<file path="src/rtl/gf128_inverter_pkg.sv">
// Shared types and helpers for the GF(2^128) inverter.
// Field polynomial, state encoding and GCM bit-order reversal.
package gf128_pkg;

  localparam logic [128:0] GF128_POLY = {1'b1, 120'h0, 8'h87};

  typedef logic [127:0] gf128_t;

  typedef enum logic [1:0] {
    IDLE,
    LOAD,
    RUN,
    DONE
  } gfinv_state_e;

  function automatic gf128_t bitrev128(input gf128_t a);
    gf128_t r;
    for (int i = 0; i < 128; i++) begin
      r[i] = a[127-i];
    end
    return r;
  endfunction

endpackage

</file>
<file path="src/rtl/gf128_inverter_if.sv">
// Operand/result handshake bundle for gf128_inverter.
// master = operand source / result sink, slave = inverter.
interface gf128_inverter_if;
  import gf128_pkg::*;

  logic   in_valid;
  logic   in_ready;
  gf128_t in_x;
  logic   out_valid;
  logic   out_ready;
  gf128_t out_z;
  logic   out_err;

  modport master (
    output in_valid,
    output in_x,
    output out_ready,
    input  in_ready,
    input  out_valid,
    input  out_z,
    input  out_err
  );

  modport slave (
    input  in_valid,
    input  in_x,
    input  out_ready,
    output in_ready,
    output out_valid,
    output out_z,
    output out_err
  );

endinterface

</file>
<file path="src/rtl/gf128_inverter_lead_one.sv">
// 129-bit leading-one detector: returns the polynomial degree.
// A zero vector reports degree 0.
module gf128_lead_one (
  input  logic [128:0] i_vec,
  output logic [7:0]   o_deg
);

  always_comb begin
    o_deg = '0;
    for (int i = 0; i < 129; i++) begin
      if (i_vec[i]) o_deg = 8'(i);
    end
  end

endmodule

</file>
<file path="src/rtl/gf128_inverter.sv">
// Sequential GF(2^128) inverse by binary extended Euclid,
// one reduction step per cycle, with a watchdog on the busy phase.
module gf128_inverter
  import gf128_pkg::*;
#(
  parameter int MAX_CYCLES = 520
) (
  input  logic              clk,
  input  logic              rst_n,
  gf128_inverter_if.slave   bus
);

  gfinv_state_e r_state;
  gfinv_state_e w_next;

  gf128_t       r_x;
  logic [128:0] r_u;
  logic [128:0] r_v;
  logic [128:0] r_g1;
  logic [128:0] r_g2;
  logic [9:0]   r_cnt;
  gf128_t       r_z;
  logic         r_err;

  logic [7:0]   w_deg_u;
  logic [7:0]   w_deg_v;
  logic         w_u_one;
  logic         w_v_one;
  logic         w_wd;
  logic         w_fin;

  gf128_lead_one u_lead_u (
    .i_vec (r_u),
    .o_deg (w_deg_u)
  );

  gf128_lead_one u_lead_v (
    .i_vec (r_v),
    .o_deg (w_deg_v)
  );

  // Divide by x modulo f, keeping g*a == u (mod f).
  function automatic logic [128:0] halve(
    input logic [128:0] g
  );
    return g[0] ? ((g ^ GF128_POLY) >> 1) : (g >> 1);
  endfunction

  function automatic gf128_t reduce(
    input logic [128:0] g
  );
    logic [128:0] t;
    t = g[128] ? (g ^ GF128_POLY) : g;
    return t[127:0];
  endfunction

  assign w_u_one = (r_u == 129'd1);
  assign w_v_one = (r_v == 129'd1);
  assign w_wd    = (r_cnt == 10'(MAX_CYCLES));
  assign w_fin   = r_u[0] & r_v[0]
                 & (w_u_one | w_v_one);

  always_ff @(posedge clk or negedge rst_n) begin
    if (!rst_n) r_state <= IDLE;
    else        r_state <= w_next;
  end

  always_comb begin
    w_next = r_state;
    unique case (r_state)
      IDLE: if (bus.in_valid) w_next = LOAD;
      LOAD: w_next = (r_x == '0) ? DONE : RUN;
      RUN:  if (w_wd || w_fin) w_next = DONE;
      DONE: if (bus.out_ready) w_next = IDLE;
      default: w_next = IDLE;
    endcase
  end

  always_ff @(posedge clk or negedge rst_n) begin
    if (!rst_n) begin
      r_x   <= '0;
      r_u   <= '0;
      r_v   <= '0;
      r_g1  <= '0;
      r_g2  <= '0;
      r_cnt <= '0;
      r_z   <= '0;
      r_err <= 1'b0;
    end else begin
      unique case (r_state)
        IDLE: begin
          if (bus.in_valid) r_x <= bus.in_x;
        end
        LOAD: begin
          r_u   <= {1'b0, bitrev128(r_x)};
          r_v   <= GF128_POLY;
          r_g1  <= 129'd1;
          r_g2  <= '0;
          r_cnt <= '0;
          r_z   <= '0;
          r_err <= (r_x == '0);
        end
        RUN: begin
          r_cnt <= r_cnt + 10'd1;
          if (w_wd) begin
            r_z   <= '0;
            r_err <= 1'b1;
          end else if (!r_u[0]) begin
            r_u  <= r_u >> 1;
            r_g1 <= halve(r_g1);
          end else if (!r_v[0]) begin
            r_v  <= r_v >> 1;
            r_g2 <= halve(r_g2);
          end else if (w_u_one) begin
            r_z <= bitrev128(reduce(r_g1));
          end else if (w_v_one) begin
            r_z <= bitrev128(reduce(r_g2));
          end else if (w_deg_u >= w_deg_v) begin
            r_u  <= r_u ^ r_v;
            r_g1 <= r_g1 ^ r_g2;
          end else begin
            r_v  <= r_v ^ r_u;
            r_g2 <= r_g2 ^ r_g1;
          end
        end
        DONE: begin
          if (bus.out_ready) begin
            r_z   <= '0;
            r_err <= 1'b0;
          end
        end
        default: ;
      endcase
    end
  end

  assign bus.in_ready  = (r_state == IDLE);
  assign bus.out_valid = (r_state == DONE);
  assign bus.out_z     = r_z;
  assign bus.out_err   = r_err;

endmodule
</file>
<file path="src/flat_wrapper.sv">
// flat-port wrapper written by rule: the top's interface ports become plain ports
module gf128_inverter_flat import gf128_pkg::*;
#(
  parameter int MAX_CYCLES = 520
)
  (clk, rst_n, bus_in_valid, bus_in_x, bus_out_ready, bus_in_ready, bus_out_valid, bus_out_z, bus_out_err);
  gf128_inverter_if bus_i ();
  input  logic clk;
  input  logic rst_n;
  input wire logic [$bits(bus_i.in_valid)-1:0] bus_in_valid;
  input wire logic [$bits(bus_i.in_x)-1:0] bus_in_x;
  input wire logic [$bits(bus_i.out_ready)-1:0] bus_out_ready;
  output wire logic [$bits(bus_i.in_ready)-1:0] bus_in_ready;
  output wire logic [$bits(bus_i.out_valid)-1:0] bus_out_valid;
  output wire logic [$bits(bus_i.out_z)-1:0] bus_out_z;
  output wire logic [$bits(bus_i.out_err)-1:0] bus_out_err;
  assign bus_i.in_valid = bus_in_valid;
  assign bus_i.in_x = bus_in_x;
  assign bus_i.out_ready = bus_out_ready;
  assign bus_in_ready = bus_i.in_ready;
  assign bus_out_valid = bus_i.out_valid;
  assign bus_out_z = bus_i.out_z;
  assign bus_out_err = bus_i.out_err;
  gf128_inverter #(.MAX_CYCLES(MAX_CYCLES)) u_core (.clk(clk), .rst_n(rst_n), .bus(bus_i));
endmodule
</file>
<file path="config.mk">
export PLATFORM = sky130hd
export DESIGN_NAME = gf128_inverter_flat
export DESIGN_NICKNAME = d
export VERILOG_FILES = /design/src/rtl/gf128_inverter_pkg.sv /design/src/rtl/gf128_inverter_if.sv /design/src/rtl/gf128_inverter_lead_one.sv /design/src/rtl/gf128_inverter.sv /design/src/flat_wrapper.sv
export SDC_FILE = /design/constraint.sdc
export NUM_CORES = 2
export LEC_CHECK = 0
export CORE_MARGIN = 2
export CORE_UTILIZATION = 40
export CTS_CLUSTER_SIZE = 28
export DETAILED_ROUTE_END_ITERATION = 8
export PLACE_DENSITY_LB_ADDON = 0.05
export SLEW_MARGIN = 40
export SYNTH_ARGS = -nofsm -noshare
export SYNTH_HDL_FRONTEND = slang
export SYNTH_HIERARCHICAL = 1
export SYNTH_SLANG_ARGS = --single-unit
</file>
<file path="constraint.sdc">
create_clock -name clk -period 5.4 [get_ports clk]
set_input_delay 0.54 -clock clk [delete_from_list [all_inputs] [get_ports clk]]
set_output_delay 0.54 -clock clk [all_outputs]
set_load 0.05 [all_outputs]
</file>
Word-level counts from Yosys, hierarchy flattened
Index checks and enable logic that the tools add are counted.
- flip-flop bits (word level): 785
- input port bits: 132
- logic and storage cells: 359
- add/subtract/negate cells: 1
- order comparisons: 1
- eq/ne operators: 22
- mux-type cells: 304
- bitwise gates (word level): 7
- reduce and logical (&&, ||, !) cells: 13
- operators with widths (operator ; count):
    129-bit two-way mux ; 24
    8-bit two-way mux ; 256
    129-bit case mux with 2 select lines ; 4
    128-bit two-way mux ; 8
    128-bit case mux with 3 select lines ; 1
    129-bit by 1-bit equality test with 1-bit output (second input constant) ; 2
    129-bit bitwise XOR ; 2
    128-bit logical NOT ; 1
    3-bit inequality test (second input constant) ; 7
    10-bit case mux with 2 select lines ; 1
    6-bit AND reduction ; 2
    10-bit by 1-bit adder with 10-bit output (second input constant) ; 1
    10-bit equality test (second input constant) ; 1
    5-bit NOT ; 2
    3-bit AND reduction ; 3
    8-bit greater-or-equal comparator ; 1
    2-bit case mux with 4 select lines ; 1
    2-bit two-way mux ; 3
    2-bit by 1-bit inequality test with 1-bit output (second input constant) ; 3
    2-bit inequality test (second input constant) ; 3
    3-bit by 1-bit inequality test with 1-bit output (second input constant) ; 2
    1-bit two-way mux ; 5
    5-bit AND reduction ; 1
    2-bit equality test (second input constant) ; 2
    10 further kinds ; 12

Depth between registers and ports, before layout
- depth in word-level cells: 136
- mapped depth: 18
- gate-level depth less buffers: 15

By module
The synthesis kept the hierarchy.
- modules (own cells, without submodules) (module ; instances ; cells an instance ; area each (um^2)):
    gf128_inverter ; 1 ; 4482 ; 43430.4
    gf128_lead_one ; 2 ; 298 ; 1639.1

Worst setup path before layout
OpenSTA, ideal clock, no wires.
- kind: register to register
- start: register u_core.r_v[44]
- end: register u_core.r_u[66]
- data arrival time: 3.782 ns
- data required time: 5.274 ns
- slack: 1.492 ns
- stages on the path, launching flop included: 18
- clock period less this slack: 3.908 ns
- cells stage by stage: dfrtp_1 or4_4 nor4_4 o21ai_1 a311oi_1 o31ai_1 a21oi_1 inv_1 ha_1 a21o_1 a31oi_1 o21ai_1 and3_1 clkbuf_1 clkbuf_1 clkbuf_1 a21oi_1 o32a_1
- cells in the longest elaborated chain, start to end: 88
- ends and longest elaborated chain (item ; RTL line ; source):
    start: declaration ; gf128_inverter.sv:18 ; logic [128:0] r_v;
    start signal: assignment ; gf128_inverter.sv:112 ; r_v <= r_v >> 1;
    start signal: assignment ; gf128_inverter.sv:122 ; r_v <= r_v ^ r_u;
    8-bit two-way mux (85 in series) ; gf128_inverter_lead_one.sv:11 ; if (i_vec[i]) o_deg = 8'(i);
    named net u_core.w_deg_v[4] ; gf128_inverter.sv:26 ; logic [7:0] w_deg_v;
    8-bit greater-or-equal comparator ; gf128_inverter.sv:118 ; end else if (w_deg_u >= w_deg_v) begin
    3-bit inequality test (no line) ; n/a ;
    6-bit AND reduction (no line) ; n/a ;
    end signal: assignment ; gf128_inverter.sv:95 ; r_u <= {1'b0, bitrev128(r_x)};
    end signal: assignment ; gf128_inverter.sv:109 ; r_u <= r_u >> 1;
    end signal: assignment ; gf128_inverter.sv:119 ; r_u <= r_u ^ r_v;
    end: declaration ; gf128_inverter.sv:17 ; logic [128:0] r_u;
The timed path passes the listed nets, and every way through them passes these cells.
A chain may end at the register's enable or synchronous reset.

Final worst setup path
- start: register u_core.r_u[18]
- end: register u_core.r_g2[95]
- cells in the longest elaborated chain, start to end: 114
- ends and longest elaborated chain (item ; RTL line ; source):
    8-bit two-way mux (111 in series) ; gf128_inverter_lead_one.sv:11 ;
    named net u_core.w_deg_u[1] ; gf128_inverter.sv:25 ; logic [7:0] w_deg_u;
    8-bit greater-or-equal comparator ; gf128_inverter.sv:118 ;
    3-bit inequality test (no line) ; n/a ;
    6-bit AND reduction (no line) ; n/a ;
    end signal: assignment ; gf128_inverter.sv:113 ; r_g2 <= halve(r_g2);
    end signal: assignment ; gf128_inverter.sv:123 ; r_g2 <= r_g2 ^ r_g1;
    end: declaration ; gf128_inverter.sv:20 ; logic [128:0] r_g2;
The timed path passes the listed nets, and every way through them passes these cells.

==> flow_summary.toml <==
[run_status]
status = "complete, no violations"

[floorplan]
die_h_um = 346
core-area_um2 = 116000
initial_utilization = 0.402
placement_rows = 125
die_width_um = 346
die_area_um2 = 120000
io_pins = 263

[clock_tree]
cts_made_buffers = 95
clock_tree.root_cell = "sky130_fd_sc_hd__clkbuf_16"
clock_tree_from_tritoncts = "done"
clk_pin_slew_ps = 60
worst_skew_pair.late_latency_ps = 710
clock_path_buffers = 3
clock_sink_total = 785
cts-htree-levels = 3

[logic_synthesis]
syn_inst = 5078
synth.largest_area_cell = "sky130_fd_sc_hd__dfrtp_1"
number_of_synthesized_register_bits = 785
synth_top_family_by_area = "compound AO/OA/AOI/OAI gates"
synthSimpleGateAreaFrac = 0.162
synthMuxAreaShare = 0.0626
syn_area_per_cell_um2 = 9.20
netlist_area_um2 = 46700
synth_cell_types = 80
synth-seq-area-share = 0.421
yosysTopAreaCellShare = 0.421
netlist_top_cells_count = "sky130_fd_sc_hd__dfrtp_1, sky130_fd_sc_hd__nand2_1, sky130_fd_sc_hd__a21oi_1, sky130_fd_sc_hd__clkbuf_1, sky130_fd_sc_hd__o311ai_0"
synth_async_sr_flop_share = 1.00
syn-num-nets = 5226
post_synth_fa_ha_maj_area_fraction = 0.00429
yosys.cell_count.top_type = "sky130_fd_sc_hd__dfrtp_1"
synth_compound_gate_area_share = 0.270
ys.warnings.count = 6
ys_dominant_reg_cell = "sky130_fd_sc_hd__dfrtp_1"
synth_xor_xnor_area_share = 0.0268
number_of_enable_flip_flop_cells_after_synthesis = 0
yosys-top-cells-area = "sky130_fd_sc_hd__dfrtp_1, sky130_fd_sc_hd__nand2_1, sky130_fd_sc_hd__o311ai_0, sky130_fd_sc_hd__mux2_2, sky130_fd_sc_hd__a21oi_1"

[pwr]
power.leakage_nw = 21.4
areal_power_density_over_the_cells_nw_per_um2 = 601
power.ir.vdd_worst_v = 0.000595

[setup_path]
crit_path_class = "register to register"
worst_path_arrival_ps = 5660
timing.critical_path.fanout_max = 43
r2r_end = "u_core/r_g2[95]"
timing.critical_path.from_type = "register"
r2r-start = "u_core/r_u[18]"
worst-endpoint-required_ps = 5960
r2r.worst_path.cells = 17
worstSetupEndpointType = "register"
r2r_setup_slack_ps = 310

[finish]
area_growth_pct = 17.6
layout.nets = 5338
filler_cell_count = 11100
final_util = 0.474
post_route_cells_drive_above_1_share = 0.118

[placed_design]
dp_hpwl_um = 108000
port_buffers = 262
gp_congestion = 0.947

[drt]
overall_routed_net_length_um = 164000
antenna_left = 0
drc_errors = 0
wl_per_cell_um = 24.2
route.vias.total = 42200
detail_route.first_pass.iterations = 8
detailedRoute.firstIterationViolations = 3421
drt-vias-per-instance = 6.21

[global_route]
grt_max_degree = 154
grt.overflow.total = 0
gr-usage-all-layers = 0.267
antenna_found_initial = 2
grt_first_pass_wirelength_um = 256000
number_of_global_route_vias_before_repair = 41100

[sta]
final-hold-violation-count = 0
finalCritPeriodShare = 0.943
report.final.setup_viol = 0
timing.slew.headroom = 0.397
final.setup.tns_ps = 0
tightest_slew_ps = 905
finalWorstPathRequiredPeriod_ps = 5090
fin_skew_ps = 33.6
holdWs_ps = 376
timing_max_transition_violations_final = 0
grt_setup_unrepaired = "no"
timing.fmax_mhz = 196

[flow_run]
max_cap_viol_count = 0

[hold_path]
holdCritPathClass = "primary input to asynchronous set/reset pin"
placed cells by master (no fill, tap or decap), types with 18 or more instances in the layout:
master	instances
sky130_fd_sc_hd__nor2b_1	19
sky130_fd_sc_hd__o21ai_0	194
sky130_fd_sc_hd__nand4_1	48
sky130_fd_sc_hd__nand3_1	153
sky130_fd_sc_hd__dfrtp_1	783
sky130_fd_sc_hd__o2bb2ai_2	90
sky130_fd_sc_hd__a2bb2oi_1	122
sky130_fd_sc_hd__clkbuf_16	96
sky130_fd_sc_hd__clkdlybuf4s50_1	261
sky130_fd_sc_hd__a21oi_1	330
sky130_fd_sc_hd__o32a_1	128
sky130_fd_sc_hd__nor2_1	244
sky130_fd_sc_hd__buf_12	56
sky130_fd_sc_hd__inv_1	188
sky130_fd_sc_hd__o22ai_1	118
sky130_fd_sc_hd__mux2_2	150
sky130_fd_sc_hd__nor4_1	183
sky130_fd_sc_hd__o311ai_0	259
sky130_fd_sc_hd__and2_1	119
sky130_fd_sc_hd__buf_4	105
sky130_fd_sc_hd__clkinv_2	29
sky130_fd_sc_hd__nand2_1	697
sky130_fd_sc_hd__xor2_1	134
sky130_fd_sc_hd__a31oi_1	134
sky130_fd_sc_hd__o2bb2ai_1	165
sky130_fd_sc_hd__mux2_1	108
sky130_fd_sc_hd__nand2b_1	18
sky130_fd_sc_hd__nor3_1	59
timing repair:
item	4_1_cts	5_1_grt
setup buffers	0	0
gates resized for setup	0	0
endpoints found under the hold margin	52	0
hold buffers	1	0
setup endpoints to repair	0	0
how the worst max path moves through the flow:
stage / start / depth (start not counted) / slack [ps] / end
6_report: u_core/r_u[18] / 17 / 310 / u_core/r_g2[95]
5_1_grt: u_core/r_u[18] / 17 / 180 / u_core/r_g2[50]
4_1_cts: u_core/r_u[18] / 17 / 460 / u_core/r_g2[95]
3_5_place_dp: u_core/r_u[18] / 17 / 470 / u_core/r_g2[95]
3_3_place_gp: u_core/r_u[18] / 17 / 460 / u_core/r_v[17]
2_1_floorplan: u_core/r_v[44] / 17 / 1490 / u_core/r_u[66]
where the power goes:
group          total [mW]  internal (mW)  leakage, nW  switching, mW
registers            9.71           7.19         10.3           2.51
clock network        6.79           4.02         1.63           2.77
logic                16.5           6.51         9.51           10.0
worst max-delay path, cell delays in order, from the launching register on:
cell,delay [ps]
sky130_fd_sc_hd__dfrtp_1,530
sky130_fd_sc_hd__nor4_1,670
sky130_fd_sc_hd__buf_4,250
sky130_fd_sc_hd__nand2_1,50
sky130_fd_sc_hd__a31oi_1,230
sky130_fd_sc_hd__o2111ai_1,250
sky130_fd_sc_hd__a31oi_1,470
sky130_fd_sc_hd__o221ai_1,210
sky130_fd_sc_hd__ha_1,230
sky130_fd_sc_hd__a21oi_1,220
sky130_fd_sc_hd__o21ai_0,140
sky130_fd_sc_hd__a31oi_1,340
sky130_fd_sc_hd__o21ai_1,180
sky130_fd_sc_hd__buf_4,200
sky130_fd_sc_hd__nor2_1,230
sky130_fd_sc_hd__nand3_4,170
sky130_fd_sc_hd__buf_12,220
sky130_fd_sc_hd__o311ai_0,350
state kept, by name (all words and copies together) (netlist names):
name / count
u_core/r_cnt: 10
u_core/r_g2: 129
u_core/bus.out_z: 128
u_core/r_v: 129
u_core/r_state: 2
u_core/r_g1: 129
u_core/r_u: 129
u_core/bus.out_err: 1
u_core/r_x: 128
through the flow:
stage / instances / total power [mW] / setup slack, ps / cell area [µm²]
after floorplan: 5078 / 19.9 / 1490 / 46700
after global placement: 6609 / 26.0 / 457 / 51500
after detailed placement: 6613 / 26.2 / 469 / 51600
after CTS: 6790 / 33.1 / 463 / 54900
after global routing: 6794 / 34.9 / 179 / 54900
final: 6795 / 33.0 / 306 / 55000
per-layer routing:
layer	part of all wire	GRT usage
met1	0.45	0.369
met2	0.47	0.431
met3	0.048	0.0339
met4	0.035	0.0926
met5	0	0
cell type report:
| class | instances | area [µm²] | share of cell area |
|---|---|---|---|
| diodes | 2 | 5.00 | 0.0000911 |
| clock buffers | 126 | 2680 | 0.0487 |
| clock inverters | 50 | 591 | 0.0107 |
| inverters | 189 | 712 | 0.0130 |
| multi-input cells | 3686 | 24700 | 0.450 |
| flip-flops and latches | 785 | 19700 | 0.358 |
| well taps | 1524 | 1910 | 0.0347 |
| repair buffers | 433 | 4680 | 0.0852 |
logic make-up (layout without fill, tap and decap cells):
family | after synthesis | count (layout)
AOI/OAI and AO/OA | 1658 | 1658
and+or+nand+nor | 1609 | 1609
DFF | 785 | 785
buffers and inverters | 607 | 798
muxes | 260 | 260
xor gates and xnor gates | 143 | 143
adders and majority gates | 16 | 16
other | 0 | 2
Note: power is estimated with default switching activity, not from simulation.
